--- src/rtl/nco_sweep_ctrl_pkg.sv ---
// nco_sweep_pkg: shared types and defaults for the NCO sweep controller.
//   - sweep_state_e : controller states (IDLE / RUN / DRAIN)
//   - sweep_dir_e   : step direction derived from the sign of the step
//   - APR_DEF, DWELL_W_DEF, NCO_LAT_DEF : default parameter values
//   - step_dir()    : direction helper for a two's-complement step
package nco_sweep_pkg;

  localparam int unsigned APR_DEF     = 32;
  localparam int unsigned DWELL_W_DEF = 16;
  localparam int unsigned NCO_LAT_DEF = 6;

  typedef enum logic [1:0] {
    ST_IDLE  = 2'd0,
    ST_RUN   = 2'd1,
    ST_DRAIN = 2'd2
  } sweep_state_e;

  typedef enum logic {
    DIR_UP   = 1'b0,
    DIR_DOWN = 1'b1
  } sweep_dir_e;

  // The step is two's complement of the given width: its MSB selects down.
  function automatic sweep_dir_e step_dir(input logic [63:0] step_ext, input int unsigned width);
    sweep_dir_e dir;
    if (step_ext[6'(width - 1)]) begin
      dir = DIR_DOWN;
    end else begin
      dir = DIR_UP;
    end
    return dir;
  endfunction

endpackage

--- src/rtl/nco_sweep_ctrl_if.sv ---
// nco_sweep_ctrl_if: configuration / control bus between the register block
// and the sweep controller.
//   master : drives cfg_start/stop/step/dwell/repeat, go, abort;
//            observes busy, done, err, sweep_wrap
//   slave  : the sweep controller side (reverse directions)
interface nco_sweep_ctrl_if import nco_sweep_pkg::*; #(
  parameter int unsigned APR     = APR_DEF,
  parameter int unsigned DWELL_W = DWELL_W_DEF
) ();

  logic [APR-1:0]     cfg_start;
  logic [APR-1:0]     cfg_stop;
  logic [APR-1:0]     cfg_step;
  logic [DWELL_W-1:0] cfg_dwell;
  logic               cfg_repeat;
  logic               go;
  logic               abort;
  logic               busy;
  logic               done;
  logic               err;
  logic               sweep_wrap;

  modport master (
    output cfg_start, cfg_stop, cfg_step, cfg_dwell, cfg_repeat, go, abort,
    input  busy, done, err, sweep_wrap
  );

  modport slave (
    input  cfg_start, cfg_stop, cfg_step, cfg_dwell, cfg_repeat, go, abort,
    output busy, done, err, sweep_wrap
  );

endinterface

--- src/rtl/nco_sweep_ctrl_lat_pipe.sv ---
// nco_lat_pipe: clock-enable gated shift register, DEPTH stages of WIDTH bits,
// with a synchronous clear. Used to delay sweep side-band information by the
// NCO pipeline latency so it lines up with the NCO output samples.
//   clk, reset_n : clock, synchronous active-low reset
//   clken_i      : advance the pipe (mirrors the NCO clock enable)
//   clr_i        : synchronous clear of every stage
//   d_i / q_o    : pipe input / output of the last stage
module nco_lat_pipe #(
  parameter int unsigned WIDTH = 1,
  parameter int unsigned DEPTH = 6
) (
  input  logic             clk,
  input  logic             reset_n,
  input  logic             clken_i,
  input  logic             clr_i,
  input  logic [WIDTH-1:0] d_i,
  output logic [WIDTH-1:0] q_o
);

  logic [WIDTH-1:0] pipe_q [DEPTH];

  // Stage registers: clear has priority over shifting.
  always_ff @(posedge clk) begin
    if (!reset_n || clr_i) begin
      for (int unsigned i = 0; i < DEPTH; i++) begin
        pipe_q[i] <= '0;
      end
    end else if (clken_i) begin
      pipe_q[0] <= d_i;
      for (int unsigned i = 1; i < DEPTH; i++) begin
        pipe_q[i] <= pipe_q[i-1];
      end
    end else begin
      for (int unsigned i = 0; i < DEPTH; i++) begin
        pipe_q[i] <= pipe_q[i];
      end
    end
  end

  assign q_o = pipe_q[DEPTH-1];

endmodule

--- src/rtl/nco_sweep_ctrl.sv ---
// nco_sweep_ctrl: sequencer driving an NCO phase increment and clock enable to
// produce linear chirps / stepped hops from start, stop, step and dwell.
//   clk, reset_n : clock, synchronous active-low reset
//   bus (slave)  : cfg_* / go / abort in; busy / done / err / sweep_wrap out
//   nco_valid_i  : NCO output valid
//   phi_inc_o    : phase increment to the NCO
//   nco_clken    : NCO clock enable (high in RUN and DRAIN)
//   seg_valid_o  : NCO output sample belongs to the active sweep
//   step_idx     : (only with NCO_SWEEP_STEP_IDX_EN) step index aligned with
//                  seg_valid_o
// Optional feature macro: NCO_SWEEP_STEP_IDX_EN.
module nco_sweep_ctrl import nco_sweep_pkg::*; #(
  parameter int unsigned APR     = APR_DEF,
  parameter int unsigned DWELL_W = DWELL_W_DEF,
  parameter int unsigned NCO_LAT = NCO_LAT_DEF
) (
  input  logic           clk,
  input  logic           reset_n,
  nco_sweep_ctrl_if.slave bus,
  input  logic           nco_valid_i,
  output logic [APR-1:0] phi_inc_o,
  output logic           nco_clken,
  output logic           seg_valid_o
`ifdef NCO_SWEEP_STEP_IDX_EN
  ,
  output logic [15:0]    step_idx
`endif
);

  localparam int unsigned DRAIN_W = (NCO_LAT > 1) ? $clog2(NCO_LAT) : 1;
  localparam logic [DRAIN_W-1:0] DRAIN_LAST = DRAIN_W'(NCO_LAT - 1);

  sweep_state_e       state_q, state_d;
  logic [APR-1:0]     phi_q, phi_d;
  logic [DWELL_W-1:0] dwell_cnt_q, dwell_cnt_d;
  logic [DRAIN_W-1:0] drain_cnt_q, drain_cnt_d;
  logic [APR-1:0]     start_q, stop_q, step_q;
  logic [DWELL_W-1:0] dwell_q;
  logic               repeat_q;
  logic               clken_q, clken_d;
  logic               busy_q, busy_d;
  logic               done_q, done_d;
  logic               err_q, err_d;
  logic               wrap_q, wrap_d;
  logic               shadow_ld_s;
  logic               pipe_clr_s;
  logic [APR-1:0]     nxt_s;
  logic               carry_s;
  logic               step_end_s;
  logic               terminal_s;
  logic               run_dly_s;

  // Next phase value with carry out, and the end-of-sweep test on the current value.
  always_comb begin
    {carry_s, nxt_s} = {1'b0, phi_q} + {1'b0, step_q};
    step_end_s = (dwell_cnt_q == dwell_q);
    if (step_dir(64'(step_q), APR) == DIR_DOWN) begin
      // A negative step added without carry out has gone below zero.
      terminal_s = (phi_q <= stop_q) || !carry_s;
    end else begin
      terminal_s = (phi_q >= stop_q) || carry_s;
    end
  end

  // Sequencer next-state and datapath updates.
  always_comb begin
    state_d     = state_q;
    phi_d       = phi_q;
    dwell_cnt_d = dwell_cnt_q;
    drain_cnt_d = drain_cnt_q;
    shadow_ld_s = 1'b0;
    pipe_clr_s  = 1'b0;
    err_d       = 1'b0;
    wrap_d      = 1'b0;
    case (state_q)
      ST_IDLE: begin
        if (bus.abort) begin
          state_d = ST_IDLE;
        end else if (bus.go) begin
          if (bus.cfg_step != '0) begin
            state_d     = ST_RUN;
            phi_d       = bus.cfg_start;
            dwell_cnt_d = '0;
            shadow_ld_s = 1'b1;
          end else begin
            err_d = 1'b1;
          end
        end else begin
          state_d = ST_IDLE;
        end
      end
      ST_RUN: begin
        if (bus.abort) begin
          state_d    = ST_IDLE;
          pipe_clr_s = 1'b1;
        end else if (step_end_s) begin
          dwell_cnt_d = '0;
          if (!terminal_s) begin
            phi_d = nxt_s;
          end else if (repeat_q) begin
            phi_d  = start_q;
            wrap_d = 1'b1;
          end else begin
            state_d     = ST_DRAIN;
            drain_cnt_d = '0;
          end
        end else begin
          dwell_cnt_d = dwell_cnt_q + DWELL_W'(1);
        end
      end
      ST_DRAIN: begin
        if (bus.abort) begin
          state_d    = ST_IDLE;
          pipe_clr_s = 1'b1;
        end else if (drain_cnt_q == DRAIN_LAST) begin
          state_d = ST_IDLE;
        end else begin
          drain_cnt_d = drain_cnt_q + DRAIN_W'(1);
        end
      end
      default: begin
        state_d = ST_IDLE;
      end
    endcase
    clken_d = (state_d != ST_IDLE);
    busy_d  = (state_d != ST_IDLE);
    // done is registered, so it is raised when entering the last DRAIN cycle.
    done_d  = (state_d == ST_DRAIN) && (drain_cnt_d == DRAIN_LAST);
  end

  // State, datapath, shadow configuration and registered status outputs.
  always_ff @(posedge clk) begin
    if (!reset_n) begin
      state_q     <= ST_IDLE;
      phi_q       <= '0;
      dwell_cnt_q <= '0;
      drain_cnt_q <= '0;
      start_q     <= '0;
      stop_q      <= '0;
      step_q      <= '0;
      dwell_q     <= '0;
      repeat_q    <= 1'b0;
      clken_q     <= 1'b0;
      busy_q      <= 1'b0;
      done_q      <= 1'b0;
      err_q       <= 1'b0;
      wrap_q      <= 1'b0;
    end else begin
      state_q     <= state_d;
      phi_q       <= phi_d;
      dwell_cnt_q <= dwell_cnt_d;
      drain_cnt_q <= drain_cnt_d;
      clken_q     <= clken_d;
      busy_q      <= busy_d;
      done_q      <= done_d;
      err_q       <= err_d;
      wrap_q      <= wrap_d;
      if (shadow_ld_s) begin
        start_q  <= bus.cfg_start;
        stop_q   <= bus.cfg_stop;
        step_q   <= bus.cfg_step;
        dwell_q  <= bus.cfg_dwell;
        repeat_q <= bus.cfg_repeat;
      end else begin
        start_q  <= start_q;
        stop_q   <= stop_q;
        step_q   <= step_q;
        dwell_q  <= dwell_q;
        repeat_q <= repeat_q;
      end
    end
  end

  // Tracks which NCO output samples were launched while the sweep was running.
  nco_lat_pipe #(.WIDTH(1), .DEPTH(NCO_LAT)) u_run_pipe (
    .clk     (clk),
    .reset_n (reset_n),
    .clken_i (clken_q),
    .clr_i   (pipe_clr_s),
    .d_i     (state_q == ST_RUN),
    .q_o     (run_dly_s)
  );

  assign seg_valid_o    = run_dly_s & nco_valid_i;
  assign phi_inc_o      = phi_q;
  assign nco_clken      = clken_q;
  assign bus.busy       = busy_q;
  assign bus.done       = done_q;
  assign bus.err        = err_q;
  assign bus.sweep_wrap = wrap_q;

`ifdef NCO_SWEEP_STEP_IDX_EN
  logic [15:0] idx_q, idx_d;
  logic        idx_clr_s;
  logic        idx_inc_s;

  // Step index: restarts on an accepted go or a wrap, saturates at all-ones.
  always_comb begin
    idx_clr_s = shadow_ld_s | wrap_d;
    idx_inc_s = (state_q == ST_RUN) && !bus.abort && step_end_s && !terminal_s;
    if (idx_clr_s) begin
      idx_d = '0;
    end else if (idx_inc_s && (idx_q != 16'hFFFF)) begin
      idx_d = idx_q + 16'd1;
    end else begin
      idx_d = idx_q;
    end
  end

  // Step index register.
  always_ff @(posedge clk) begin
    if (!reset_n) begin
      idx_q <= '0;
    end else begin
      idx_q <= idx_d;
    end
  end

  nco_lat_pipe #(.WIDTH(16), .DEPTH(NCO_LAT)) u_idx_pipe (
    .clk     (clk),
    .reset_n (reset_n),
    .clken_i (clken_q),
    .clr_i   (pipe_clr_s),
    .d_i     (idx_q),
    .q_o     (step_idx)
  );
`endif

endmodule

--- src/flat_wrapper.sv ---
// flat-port wrapper written by rule: the top's interface ports become plain ports
module nco_sweep_ctrl_flat import nco_sweep_pkg::*;
#(
  parameter int unsigned APR     = APR_DEF,
  parameter int unsigned DWELL_W = DWELL_W_DEF,
  parameter int unsigned NCO_LAT = NCO_LAT_DEF
)
  (clk, reset_n, nco_valid_i, phi_inc_o, nco_clken, seg_valid_o, bus_cfg_start, bus_cfg_stop, bus_cfg_step, bus_cfg_dwell, bus_cfg_repeat, bus_go, bus_abort, bus_busy, bus_done, bus_err, bus_sweep_wrap);
  nco_sweep_ctrl_if #(.APR(APR), .DWELL_W(DWELL_W)) bus_i ();
  input  logic clk;
  input  logic reset_n;
  input  logic nco_valid_i;
  output logic [APR-1:0] phi_inc_o;
  output logic nco_clken;
  output logic seg_valid_o;
  input wire logic [$bits(bus_i.cfg_start)-1:0] bus_cfg_start;
  input wire logic [$bits(bus_i.cfg_stop)-1:0] bus_cfg_stop;
  input wire logic [$bits(bus_i.cfg_step)-1:0] bus_cfg_step;
  input wire logic [$bits(bus_i.cfg_dwell)-1:0] bus_cfg_dwell;
  input wire logic [$bits(bus_i.cfg_repeat)-1:0] bus_cfg_repeat;
  input wire logic [$bits(bus_i.go)-1:0] bus_go;
  input wire logic [$bits(bus_i.abort)-1:0] bus_abort;
  output wire logic [$bits(bus_i.busy)-1:0] bus_busy;
  output wire logic [$bits(bus_i.done)-1:0] bus_done;
  output wire logic [$bits(bus_i.err)-1:0] bus_err;
  output wire logic [$bits(bus_i.sweep_wrap)-1:0] bus_sweep_wrap;
  assign bus_i.cfg_start = bus_cfg_start;
  assign bus_i.cfg_stop = bus_cfg_stop;
  assign bus_i.cfg_step = bus_cfg_step;
  assign bus_i.cfg_dwell = bus_cfg_dwell;
  assign bus_i.cfg_repeat = bus_cfg_repeat;
  assign bus_i.go = bus_go;
  assign bus_i.abort = bus_abort;
  assign bus_busy = bus_i.busy;
  assign bus_done = bus_i.done;
  assign bus_err = bus_i.err;
  assign bus_sweep_wrap = bus_i.sweep_wrap;
  nco_sweep_ctrl #(.APR(APR), .DWELL_W(DWELL_W), .NCO_LAT(NCO_LAT)) u_core (.clk(clk), .reset_n(reset_n), .bus(bus_i), .nco_valid_i(nco_valid_i), .phi_inc_o(phi_inc_o), .nco_clken(nco_clken), .seg_valid_o(seg_valid_o));
endmodule
--- config.mk ---
export PLATFORM = sky130hd
export DESIGN_NAME = nco_sweep_ctrl_flat
export DESIGN_NICKNAME = d
export VERILOG_FILES = /design/src/rtl/nco_sweep_ctrl_pkg.sv /design/src/rtl/nco_sweep_ctrl_if.sv /design/src/rtl/nco_sweep_ctrl_lat_pipe.sv /design/src/rtl/nco_sweep_ctrl.sv /design/src/flat_wrapper.sv
export SDC_FILE = /design/constraint.sdc
export NUM_CORES = 1
export LEC_CHECK = 0
export BUFFER_PORTS_ARGS = -buffer_cell sky130_fd_sc_hd__buf_2
export CAP_MARGIN = 30
export CORE_MARGIN = 2
export CORE_UTILIZATION = 41
export CTS_CLUSTER_SIZE = 8
export DETAILED_ROUTE_END_ITERATION = 10
export PLACE_DENSITY = 0.67
export RECOVER_POWER = 100
export SKIP_CTS_REPAIR_TIMING = 1
export SYNTH_ARGS = -nofsm -noshare
export SYNTH_HDL_FRONTEND = slang
export SYNTH_SLANG_ARGS = --single-unit
--- constraint.sdc ---
create_clock -name clk -period 4 [get_ports clk]
set_clock_uncertainty 0.1 [all_clocks]
set_input_delay 1 -clock clk [delete_from_list [all_inputs] [get_ports clk]]
set_output_delay 1 -clock clk [all_outputs]
set_load 0.05 [all_outputs]
# After elaboration in Yosys (flattened, before gate mapping)
# Memories as Yosys holds them, arrays and structs flattened.
# Cells that the tools add are included.
# classes
add_sub_neg	3
n_lt_le_gt_ge	2
n_eq_ne	12
muxes	61
bitwise_logic	19
reduce_logical	15
# op_table
op	count
$mux W32	7
$mux W16	5
$pmux W32 S2	1
$add A32 B32 Y33	1
$ge A32 B32 Y1	1
$le A32 B32 Y1	1
$pmux W16 S2	1
$reduce_bool A32 Y1	1
$mux W1	30
$mux W2	9
$mux W3	6
$add A16 B1 Y16 const B	1
$eq A16 B16 Y1	1
$or A1 B1 Y1	12
$reduce_and A7 Y1	1
$eq A3 B3 Y1 const B	2
$ne A2 B2 Y1 const B	3
$not A1 Y1	6
$pmux W2 S3	1
$pmux W3 S2	1
$reduce_and A5 Y1	1
$reduce_or A5 Y1	1
$eq A2 B2 Y1 const B	2
$ne A2 B1 Y1 const B	2
11 further kinds	15
# word_totals
register_bits	170
mem_bits_rw	6
inputBits	118
out_inout_bits	38
word_cells	126
memories	1
# mem_list
memory	words	word_bits	rd	rd_ports_with_merged_regs	write_ports	line_no	source
u_core.u_run_pipe.pipe_q	6	1	6	0	6	nco_sweep_ctrl_lat_pipe.sv:20	logic [WIDTH-1:0] pipe_q [DEPTH];

# Logic depth before layout (Yosys ltp)
# Gate-level depths: netlist (run 1).
# depth
depth_word	10
mapped_depth	12
mapped_depth_nobuf	11

# Cells and area by module
# Synthesis (run 1) repeated with hierarchy kept, for this count alone.
# unflattened
hier_cells	1263
area_unflattened_um2	9895.7
# by_module_without_submodules
module	instances	cells_per_inst	area_per_inst_um2	seq_area_each_um2
nco_sweep_ctrl	1	1250	9645.5	3403.3
nco_lat_pipe	1	13	250.2	180.2

# Worst setup path after synthesis (run 1)
# No wires, ideal clock.
# synth_timing
path_kind	register to register
from	register u_core.phi_q[0] (netlist: u_core.phi_inc_o[0])
to	register u_core.done_q (netlist: u_core.bus.done)
setup_ps	126
arrival_ps	3173
t_required_ps	3774
slack_ps	601
stages_incl_launch_ff	13
n_path_buf	1
period_less_slack_ps	3399
path_cell_list	dfxtp_1 -> ha_1 -> fa_1 -> a21oi_1 -> o22ai_2 -> o21ai_2 -> o211a_1 -> o31ai_4 -> mux2_4 -> buf_2 -> o311a_1 -> a21oi_1 -> nor4_2
# synth_between
elab_chain_cells	10
elab_cells_between_ends	18
cone_classes	add/sub: 1; order compare: 2; eq/ne: 2; mux: 9; reduce/logical: 4
# synth_rtl
item	line_no	source
from (decl)	nco_sweep_ctrl.sv:34	logic [APR-1:0] phi_q, phi_d;
from (signal assigned)	nco_sweep_ctrl.sv:150	phi_q <= phi_d;
$add A32 B32 Y33	nco_sweep_ctrl.sv:55	{carry_s, nxt_s} = {1'b0, phi_q} + {1'b0, step_q};
$logic_not A1 Y1	nco_sweep_ctrl.sv:59	terminal_s = (phi_q <= stop_q) || !carry_s;
$logic_or A1 B1 Y1	nco_sweep_ctrl.sv:59	
$mux W1 (*)	nco_sweep_ctrl.sv:57	if (step_dir(64'(step_q), APR) == DIR_DOWN) begin
$mux W3 or $mux W2 (tied branches)	nco_sweep_ctrl.sv:98	if (!terminal_s) begin
$mux W3 or $mux W2 (tied branches)	nco_sweep_ctrl.sv:96	end else if (step_end_s) begin
$mux W3 or $mux W2 (tied branches)	nco_sweep_ctrl.sv:93	if (bus.abort) begin
$pmux W3 S2 or $pmux W2 S3 (tied branches)	nco_sweep_ctrl.sv:75	case (state_q)
$eq A3 B3 Y1 or $eq A2 B2 Y1 (tied branches)	nco_sweep_ctrl.sv:128	done_d = (state_d == ST_DRAIN) && (drain_cnt_d == DRAIN_LAST);
$logic_and A1 B1 Y1 (*)	nco_sweep_ctrl.sv:128	
to (signal assigned)	nco_sweep_ctrl.sv:155	done_q <= done_d;
to (decl)	nco_sweep_ctrl.sv:42	logic done_q, done_d;
# Every way passes the cells marked *; elsewhere a longest branch is shown, timed or not.
# A chain may end at the register's enable or synchronous reset.

# Worst setup path after layout (run 1)
# Ends and elaborated chain as after synthesis.

==> results of run 1 <==
[cells by family after synthesis]
kind of cell / share of synthesized area
compound gates: 0.2143
xor+xnor: 0.04991
fa+ha+maj: 0.09082
buf+inv: 0.04991
flops: 0.3583
mux: 0.01001
simple gates: 0.2268
[stage by stage]
stage | std cells | hold slack (ns)
floorplan | 1296 | 0.3319
global placement | 1727 | 0.3379
detailed placement | 1727 | 0.3426
CTS | 1759 | 0.3525
global route | 1759 | 0.3669
finish | 1759 | 0.3509
[synth_stat cells, types with 5 or more instances]
| cell | instances | area, sq um |
|---|---|---|
| nand4_1 | 21 | 131.4 |
| a31oi_1 | 5 | 31.28 |
| nor4_1 | 12 | 75.07 |
| a31o_1 | 6 | 52.55 |
| o21ai_0 | 30 | 150.1 |
| xnor2_1 | 34 | 297.8 |
| o211a_1 | 5 | 50.05 |
| a211oi_1 | 5 | 37.54 |
| a21oi_1 | 164 | 820.8 |
| dfxtp_1 | 170 | 3403 |
| and3_1 | 9 | 56.30 |
| or3_1 | 6 | 37.54 |
| nand3_1 | 24 | 120.1 |
| nand2b_1 | 9 | 56.30 |
| buf_2 | 6 | 30.03 |
| nand2_1 | 313 | 1175 |
| and2_1 | 12 | 75.07 |
| a221oi_1 | 8 | 70.07 |
| ha_1 | 71 | 888.4 |
| nor3_1 | 24 | 120.1 |
| o21bai_1 | 5 | 37.54 |
| xor2_1 | 23 | 201.4 |
| inv_1 | 51 | 191.4 |
| o211ai_1 | 23 | 172.7 |
| edfxtp_1 | 6 | 180.2 |
| nor2_1 | 82 | 307.8 |
| o2bb2ai_1 | 5 | 43.79 |
| clkbuf_1 | 61 | 229.0 |
| a31o_2 | 15 | 131.4 |
| a21o_1 | 19 | 142.6 |
[worst paths after layout]
check                       from                  to  slack, ns  cells past startpoint
min reg2reg   u_core.start_q[30]  u_core.start_q[30]       0.35                      2
max          u_core.phi_inc_o[0]     u_core.bus.done       0.23                     11
min           u_core.start_q[30]  u_core.start_q[30]       0.35                      2
max reg2reg  u_core.phi_inc_o[0]     u_core.bus.done       0.23                     11
[state kept, by name, summed over array words and instances (netlist names)]
| signal | count |
|---|---|
| u_core.bus.done | 1 |
| u_core.bus.err | 1 |
| u_core.bus.sweep_wrap | 1 |
| u_core.drain_cnt_q | 3 |
| u_core.dwell_cnt_q | 16 |
| u_core.dwell_q | 16 |
| u_core.nco_clken | 1 |
| u_core.phi_inc_o | 32 |
| u_core.repeat_q | 1 |
| u_core.start_q | 32 |
| u_core.state_q | 2 |
| u_core.step_q | 32 |
| u_core.stop_q | 32 |
| u_core.u_run_pipe.pipe_q | 6 |
[critical path, cell delays in order, from the launching register on]
cell	delay (ns)
dfxtp_1	0.33
ha_1	0.24
fa_1	0.42
a21oi_1	0.28
o22ai_2	0.17
o21ai_2	0.24
o211a_1	0.27
o31ai_4	0.12
mux2_1	0.63
o31ai_4	0.37
or3b_1	0.39
nor4_2	0.12
[metal layers]
metal,vias up,global-route usage,part of all wire
met5,-,0,0.0012
met4,6,0.06224,0.017
met3,41,0.04779,0.074
met2,327,0.3707,0.45
met1,4465,0.3083,0.46
li1,4766,-,-
[power breakdown]
group | internal, mW | switching [mW] | total, mW
Sequential | 1.84 | 0.0737 | 1.92
Clock | 0.895 | 0.821 | 1.72
Combinational | 0.275 | 0.554 | 0.829
[cell type report]
type,instances,area share
repair buffers,180,0.07758
well taps,324,0.03496
multi-input cells,996,0.5104
clock buffers,17,0.03669
inverters,51,0.01672
flip-flops and latches,176,0.3090
clock inverters,15,0.01467
==> flow_metrics.env, run 1 <==
export IMPL_grt_max_degree=79
export IMPL_synth_edf_count=6
export IMPL_cts_tree="yes"
export IMPL_critPathMaxFanout=11
export IMPL_synthToLayoutAreaGrowth_pct=15.94
export IMPL_rsz0062_at_grt="no"
export IMPL_finalPower_mw=4.460
export IMPL_grt_overflow_total=0
export IMPL_synth_ff_type="dfxtp_1"
export IMPL_drc=0
export IMPL_final_core_util=0.4811
export IMPL_clock_fmax_mhz=265.2
export IMPL_cts_clk_slew_worst_paths_ns=0.07
export IMPL_violations="capacitance limit, slew limit"
export IMPL_arrival_ns=4.03
export IMPL_leakage_nw=4.601
export IMPL_synth_cell_type_count=70
export IMPL_maxCapViolCount=1
export IMPL_final_area_sq_um=11600
export IMPL_drive_above_1_share=0.1415
export IMPL_diodes=0
export IMPL_endpoint_kind="flop"
export IMPL_die_height_microns=160.2
export IMPL_grt_use_total=0.2283
export IMPL_grt_pass1_wl_microns=46860
export IMPL_core_area_sq_um=24110
export IMPL_dr_pass1_iters=7
export IMPL_cts_buffer_depth=2
export IMPL_cts_sinks=176
export IMPL_io_pins=156
export IMPL_clkLatencyLatePin_ns=0.44
export IMPL_most_common_layout_cells="nand2_1 (313), dfxtp_1 (170), a21oi_1 (164), buf_2 (115), nor2_1 (82)"
export IMPL_holdCritPathClass="reg2reg"
export IMPL_fp_dieW_microns=160.2
export IMPL_finalWirelength_microns=29730
export IMPL_max_slew_margin=-0.03275
export IMPL_wl_per_cell_microns=16.90
export IMPL_dpl_worst_slack_ns=0.1104
export IMPL_initial_utilization=0.4149
export IMPL_regArea_sq_um=3583
export IMPL_period_needed_ns=3.771
export IMPL_setup_viol_count_final=0
export IMPL_syn_inst=1296
export IMPL_die_area_sq_um=25660
export IMPL_tightest_slew_ns=1.549
export IMPL_seq_area_frac_synth=0.3583
export IMPL_cts_htree_levels=4
export IMPL_pwr_density_cell_nw_per_um2=384.6
export IMPL_final_period_utilization=0.9427
export IMPL_final_setup_tns_ns=0
export IMPL_syn_num_nets=1486
export IMPL_rows=57
export IMPL_drtIter0Drc=762
export IMPL_multi_input_area_sq_um=5918
export IMPL_ys_seq_elements=176
export IMPL_dpl_cell_area_sq_um=11080
export IMPL_synth_warnings=0
export IMPL_gp_congestion=0.8834
export IMPL_run_status="finished with violations"
export IMPL_critical_path_startpoint_type="flop"
export IMPL_grt_pass1_vias=9076
export IMPL_final_common_cell="nand2_1"
export IMPL_clock_root_buffer="clkbuf_16"
export IMPL_syn_cell_area_sq_um=10000
export IMPL_antenna_found_initial=3
export IMPL_fillers=2473
export IMPL_timing_final_ws_setup_ns=0.2291
export IMPL_io_buffer_count=155
export IMPL_ant_nets=0
export IMPL_peakVddDrop_uv=254.3
export IMPL_slew_violations=37
export IMPL_cp_required_ns=4.26
export IMPL_async_flop_share=0
export IMPL_numCtsBuffers=17
export IMPL_via_per_inst=5.460
export IMPL_dp_hpwl_microns=21860
export IMPL_syn_mean_instance_area_sq_um=7.718
export IMPL_final_hold_violation_count=0
export IMPL_nNetsFinal=1612
export IMPL_vias=9605
export IMPL_path_class="reg2reg"
(Power assumes the default switching activity.)
==> run 2, diff against run 1 <==
--- a/config.mk
+++ b/config.mk
@@ -6,7 +6,7 @@
 export NUM_CORES = 1
 export LEC_CHECK = 0
 export BUFFER_PORTS_ARGS = -buffer_cell sky130_fd_sc_hd__buf_2
-export CAP_MARGIN = 30
+export CAP_MARGIN = 40
 export CORE_MARGIN = 2
 export CORE_UTILIZATION = 41
 export CTS_CLUSTER_SIZE = 8
==> constraint.sdc (replaced) <==
create_clock -name clk -period 4 [get_ports clk]
set_clock_uncertainty 0.1 [all_clocks]
set_input_delay 1 -clock clk [delete_from_list [all_inputs] [get_ports clk]]
set_output_delay 1 -clock clk [all_outputs]
set_load 0.02 [all_outputs]
==> run 2 against run 1 <==
Against the previous run: register-to-register slack hardly changed; critical path type unchanged; total power is 1.1% lower; sequential power about the same; utilization is essentially flat; final area about the same; the run still ends with capacitance limit, slew limit left; maximum frequency increased by 0.23%; global-route usage unchanged; setup slack improved by 0.0087 ns.
==> flow_metrics.env, run 2 (synthesized netlist as in run 1, its figures left out) <==
export IMPL_r2r_start="u_core.phi_inc_o[0]"
export IMPL_numCtsBuffers=17
export IMPL_comb_power_share=0.176
export IMPL_switching_share=0.3173
export IMPL_vias=9609
export IMPL_antenna_found_initial=3
export IMPL_gp_congestion=0.8834
export IMPL_ant_nets=0
export IMPL_clkLatencyLatePin_ns=0.44
export IMPL_path_class="reg2reg"
export IMPL_initial_utilization=0.4149
export IMPL_final_core_util=0.4806
export IMPL_final_hold_violation_count=0
export IMPL_grt_max_degree=79
export IMPL_drive_above_1_share=0.1415
export IMPL_io_pins=156
export IMPL_min_to="u_core.start_q[30]"
export IMPL_cp_required_ns=4.26
export IMPL_hold_start="u_core.start_q[30]"
export IMPL_fp_dieW_microns=160.2
export IMPL_violations="capacitance limit, slew limit"
export IMPL_final_setup_tns_ns=0
export IMPL_tightest_slew_ns=1.536
export IMPL_maxCapViolCount=1
export IMPL_grt_use_total=0.2283
export IMPL_synthToLayoutAreaGrowth_pct=15.84
export IMPL_r2r_end="u_core.bus.done"
export IMPL_ff2ff_path_depth=11
export IMPL_most_common_layout_cells="nand2_1 (313), dfxtp_1 (170), a21oi_1 (164), buf_2 (119), nor2_1 (82)"
export IMPL_nNetsFinal=1612
export IMPL_run_status="finished with violations"
export IMPL_grt_pass1_vias=9076
export IMPL_p_switching_mw=1.399
export IMPL_power_frac_clock=0.389
export IMPL_core_area_sq_um=24110
export IMPL_diodes=0
export IMPL_rrSetupSlack_ns=0.24
export IMPL_leakage_nw=4.601
export IMPL_rsz0062_at_grt="no"
export IMPL_pwr_density_cell_nw_per_um2=380.6
export IMPL_peakVddDrop_uv=251.8
export IMPL_dp_hpwl_microns=21860
export IMPL_cts_htree_levels=4
export IMPL_grt_overflow_total=0
export IMPL_clock_fmax_mhz=265.8
export IMPL_drc=0
export IMPL_cts_buffer_depth=2
export IMPL_setup_viol_count_final=0
export IMPL_dr_pass1_iters=5
export IMPL_fillers=2480
export IMPL_io_buffer_count=155
export IMPL_final_common_cell="nand2_1"
export IMPL_critical_path_startpoint_type="flop"
export IMPL_rows=57
export IMPL_clock_root_buffer="clkbuf_16"
export IMPL_holdCritPathClass="reg2reg"
export IMPL_grt_pass1_wl_microns=46860
export IMPL_die_area_sq_um=25660
export IMPL_critPathMaxFanout=11
export IMPL_die_height_microns=160.2
export IMPL_endpoint_kind="flop"
export IMPL_arrival_ns=4.02
export IMPL_via_per_inst=5.463
export IMPL_dpl_cell_area_sq_um=11080
export IMPL_finalWirelength_microns=29730
export IMPL_final_period_utilization=0.9405
export IMPL_max_slew_margin=-0.02385
export IMPL_period_needed_ns=3.762
export IMPL_cts_tree="yes"
export IMPL_p_int_mw=3.010
export IMPL_final_area_sq_um=11590
export IMPL_slew_violations=37
export IMPL_worstHoldPathCells=2
export IMPL_cts_clk_slew_worst_paths_ns=0.07
export IMPL_drtIter0Drc=706
export IMPL_wl_per_cell_microns=16.90
export IMPL_cts_sinks=176
export IMPL_pwr_share_seq=0.434
[run 2: cell counts in the layout (fill, tap and decap cells not counted)]
Identical to the previous run, type by type.
[run 2: how the worst max path moves through the flow]
| stage | from | to | slack (ns) | cells past startpoint |
|---|---|---|---|---|
| 4_1_cts | u_core.phi_inc_o[0] | u_core.phi_inc_o[22] | 0.36 | 11 |
| 3_5_place_dp | bus_cfg_step[26] | u_core.phi_inc_o[22] | 0.11 | 11 |
| 5_1_grt | u_core.phi_inc_o[0] | u_core.bus.done | 0.09 | 11 |
| 2_1_floorplan | u_core.phi_inc_o[0] | u_core.bus.done | 0.84 | 12 |
| 3_3_place_gp | bus_cfg_step[26] | u_core.phi_inc_o[22] | 0.17 | 11 |
| 6_report | u_core.phi_inc_o[0] | u_core.bus.done | 0.24 | 11 |
[run 2: layout make-up]
class	count	area, sq um	area share
clock buffers	17	425.4	0.03672
clock inverters	15	170.2	0.01469
inverters	51	193.9	0.01674
multi-input cells	996	5918	0.5108
flip-flops and latches	176	3583	0.3093
well taps	324	405.4	0.03499
repair buffers	180	889.6	0.07678
[run 2: worst max-delay path, stage by stage (launching register included)]
cell	delay (ns)
dfxtp_1	0.33
ha_1	0.24
fa_1	0.42
a21oi_1	0.28
o22ai_2	0.17
o21ai_2	0.24
o211a_1	0.26
o31ai_4	0.12
mux2_1	0.62
o31ai_4	0.37
or3b_1	0.39
nor4_2	0.12
[run 2: layer usage]
layer,wire length (microns),part of all wire,global-route usage
met1,13570,0.46,0.3083
met2,13500,0.45,0.3707
met3,2142,0.072,0.04779
met4,478,0.016,0.06224
met5,35,0.0012,0
[run 2: power groups by stage]
| stage | Clock, mW | Combinational, mW | Sequential [mW] |
|---|---|---|---|
| finish | 1.72 | 0.778 | 1.92 |
| floorplan | 0 | 0.508 | 1.95 |
| global placement | 0 | 0.775 | 1.95 |
| global route | 1.80 | 0.861 | 1.92 |
| detailed placement | 0 | 0.787 | 1.95 |
| CTS | 1.73 | 0.791 | 1.91 |
[run 2: stage by stage]
stage	setup slack (ns)	cells	power (mW)	hold slack, ns
2_1_floorplan	0.8422	1296	2.459	0.3319
3_3_place_gp	0.1692	1727	2.727	0.3379
3_5_place_dp	0.1104	1727	2.741	0.3426
4_1_cts	0.3587	1759	4.435	0.3525
5_1_grt	0.08710	1759	4.587	0.3669
6_report	0.2378	1759	4.409	0.3512
==> run 3, diff against run 2 <==
--- a/config.mk
+++ b/config.mk
@@ -11,7 +11,7 @@
 export CORE_UTILIZATION = 41
 export CTS_CLUSTER_SIZE = 8
 export DETAILED_ROUTE_END_ITERATION = 10
-export PLACE_DENSITY = 0.67
+export PLACE_DENSITY = 0.69
 export RECOVER_POWER = 100
 export SKIP_CTS_REPAIR_TIMING = 1
 export SYNTH_ARGS = -nofsm -noshare
==> constraint.sdc (replaced) <==
create_clock -name clk -period 3.1 [get_ports clk]
set_clock_uncertainty 0.1 [all_clocks]
set_input_delay 0.775 -clock clk [delete_from_list [all_inputs] [get_ports clk]]
set_output_delay 0.775 -clock clk [all_outputs]
set_load 0.02 [all_outputs]
==> run 3 against run 2 <==
Against the previous run: the run now ends clean; global-route usage rose by 1.2 points; first-iteration DRC count down 0.85%; routed wire length up 8.6%; non-clock buffer count grew 124; critical path depth is 2 higher; clock-buffer cell count stayed put; sequential power grew 29%; critical path type unchanged; highest routed layer is now met4.
==> flow_metrics.env, run 3 (synthesized netlist as in run 1, its figures left out) <==
export IMPL_run_status="complete, no violations"
export IMPL_io_buffer_count=155
export IMPL_ant_nets=0
export IMPL_holdCritPathClass="reg2reg"
export IMPL_cts_sinks=176
export IMPL_multi_input_area_sq_um=6367
export IMPL_drtIter0Drc=700
export IMPL_setup_viol_count_final=0
export IMPL_vias=10310
export IMPL_fillers=2242
export IMPL_drive_above_1_share=0.2944
export IMPL_final_common_cell="nand2_1"
export IMPL_maxCapViolCount=0
export IMPL_final_area_sq_um=13190
export IMPL_leakage_nw=5.490
export IMPL_arrival_ns=3.32
export IMPL_cts_clk_slew_worst_paths_ns=0.08
export IMPL_grt_use_total=0.2407
export IMPL_initial_utilization=0.4149
export IMPL_cp_required_ns=3.32
export IMPL_gp_congestion=0.9754
export IMPL_critPathMaxFanout=5
export IMPL_comb_power_share=0.222
export IMPL_cts_tree="yes"
export IMPL_rsz0062_at_grt="yes"
export IMPL_nNetsFinal=1736
export IMPL_via_per_inst=5.475
export IMPL_regArea_sq_um=3632
export IMPL_dpl_worst_slack_ns=-0.1439
export IMPL_wl_per_cell_microns=17.15
export IMPL_final_period_utilization=0.9990
export IMPL_grt_pass1_wl_microns=49630
export IMPL_period_needed_ns=3.097
export IMPL_final_core_util=0.5472
export IMPL_clock_root_buffer="clkbuf_16"
export IMPL_dr_pass1_iters=8
export IMPL_most_common_layout_cells="nand2_1 (313), a21oi_1 (157), buf_2 (147), dfxtp_1 (139), buf_4 (135)"
export IMPL_die_height_microns=160.2
export IMPL_pwr_density_cell_nw_per_um2=454.0
export IMPL_tightest_slew_ns=0.8364
export IMPL_diodes=0
export IMPL_grt_overflow_total=0
export IMPL_p_int_mw=4.053
export IMPL_antenna_found_initial=0
export IMPL_instances_no_fill=1883
export IMPL_grt_max_degree=79
export IMPL_final_hold_violation_count=0
export IMPL_core_area_sq_um=24110
export IMPL_peakVddDrop_uv=359.4
export IMPL_placedCellCount=1840
export IMPL_drc=0
export IMPL_power_frac_clock=0.364
export IMPL_critical_path_startpoint_type="flop"
export IMPL_numCtsBuffers=17
export IMPL_pwr_share_seq=0.414
export IMPL_dp_hpwl_microns=23730
export IMPL_io_pins=156
export IMPL_grt_pass1_vias=9483
export IMPL_rows=57
export IMPL_path_class="reg2reg"
export IMPL_p_switching_mw=1.935
export IMPL_die_area_sq_um=25660
export IMPL_endpoint_kind="flop"
export IMPL_finalPower_mw=5.989
export IMPL_fp_dieW_microns=160.2
export IMPL_max_slew_margin=0.4403
export IMPL_switching_share=0.3232
export IMPL_clkLatencyLatePin_ns=0.44
export IMPL_slew_violations=0
export IMPL_finalWirelength_microns=32290
export IMPL_timing_final_ws_setup_ns=0.003195
export IMPL_cts_htree_levels=4
export IMPL_dpl_cell_area_sq_um=11990
export IMPL_clock_fmax_mhz=322.9
export IMPL_cts_buffer_depth=2
export IMPL_synthToLayoutAreaGrowth_pct=31.87
[run 3: final cells by class]
class	count	share of cell area
clock inverter	15	0.01214
clock buffer	17	0.03225
multi-input combinational	996	0.4827
tap	324	0.03073
sequential	176	0.2754
inverter	51	0.01470
timing repair buffer	304	0.1521
[run 3: power groups by stage]
stage                     logic [mW]  clock network (mW)  registers (mW)
after floorplan                0.655                   0            2.52
after global placement          1.16                   0            2.51
after detailed placement        1.18                   0            2.52
after CTS                       1.19                2.19            2.46
after global routing            1.45                2.29            2.49
final                           1.33                2.18            2.48
[run 3: critical path: stages, from the launching register on]
cell and delay [ns]:
dfxtp_2 0.36, buf_4 0.14, ha_1 0.23, a21oi_2 0.15
o21ai_1 0.10, o21bai_2 0.23, a221oi_2 0.31, buf_4 0.18
o31ai_4 0.09, mux2_4 0.36, buf_4 0.16, mux2_2 0.28
mux2i_1 0.18, o2bb2ai_2 0.10
[run 3: final timing paths]
kind / startpoint / to / slack (ns) / cells after the start
max: u_core.phi_inc_o[24] / u_core.phi_inc_o[13] / 0.003 / 13
min: u_core.start_q[29] / u_core.start_q[29] / 0.35 / 2
max reg2reg: u_core.phi_inc_o[24] / u_core.phi_inc_o[13] / 0.003 / 13
min reg2reg: u_core.start_q[29] / u_core.start_q[29] / 0.35 / 2
[run 3: layer usage]
metal	GRT usage	wire (microns)	up-vias
met5	0	0	-
met4	0.07371	925	0
met3	0.03818	2159	55
met2	0.3811	14620	385
met1	0.3374	14590	4862
li1	-	-	5008
[run 3: metrics by stage]
step / hold slack, ns / TNS [ns]
global route: 0.3695 / -1.732
detailed placement: 0.3434 / -2.640
finish: 0.3524 / 0
floorplan: 0.3319 / 0
CTS: 0.3541 / -4.512
global placement: 0.3375 / -0.3927
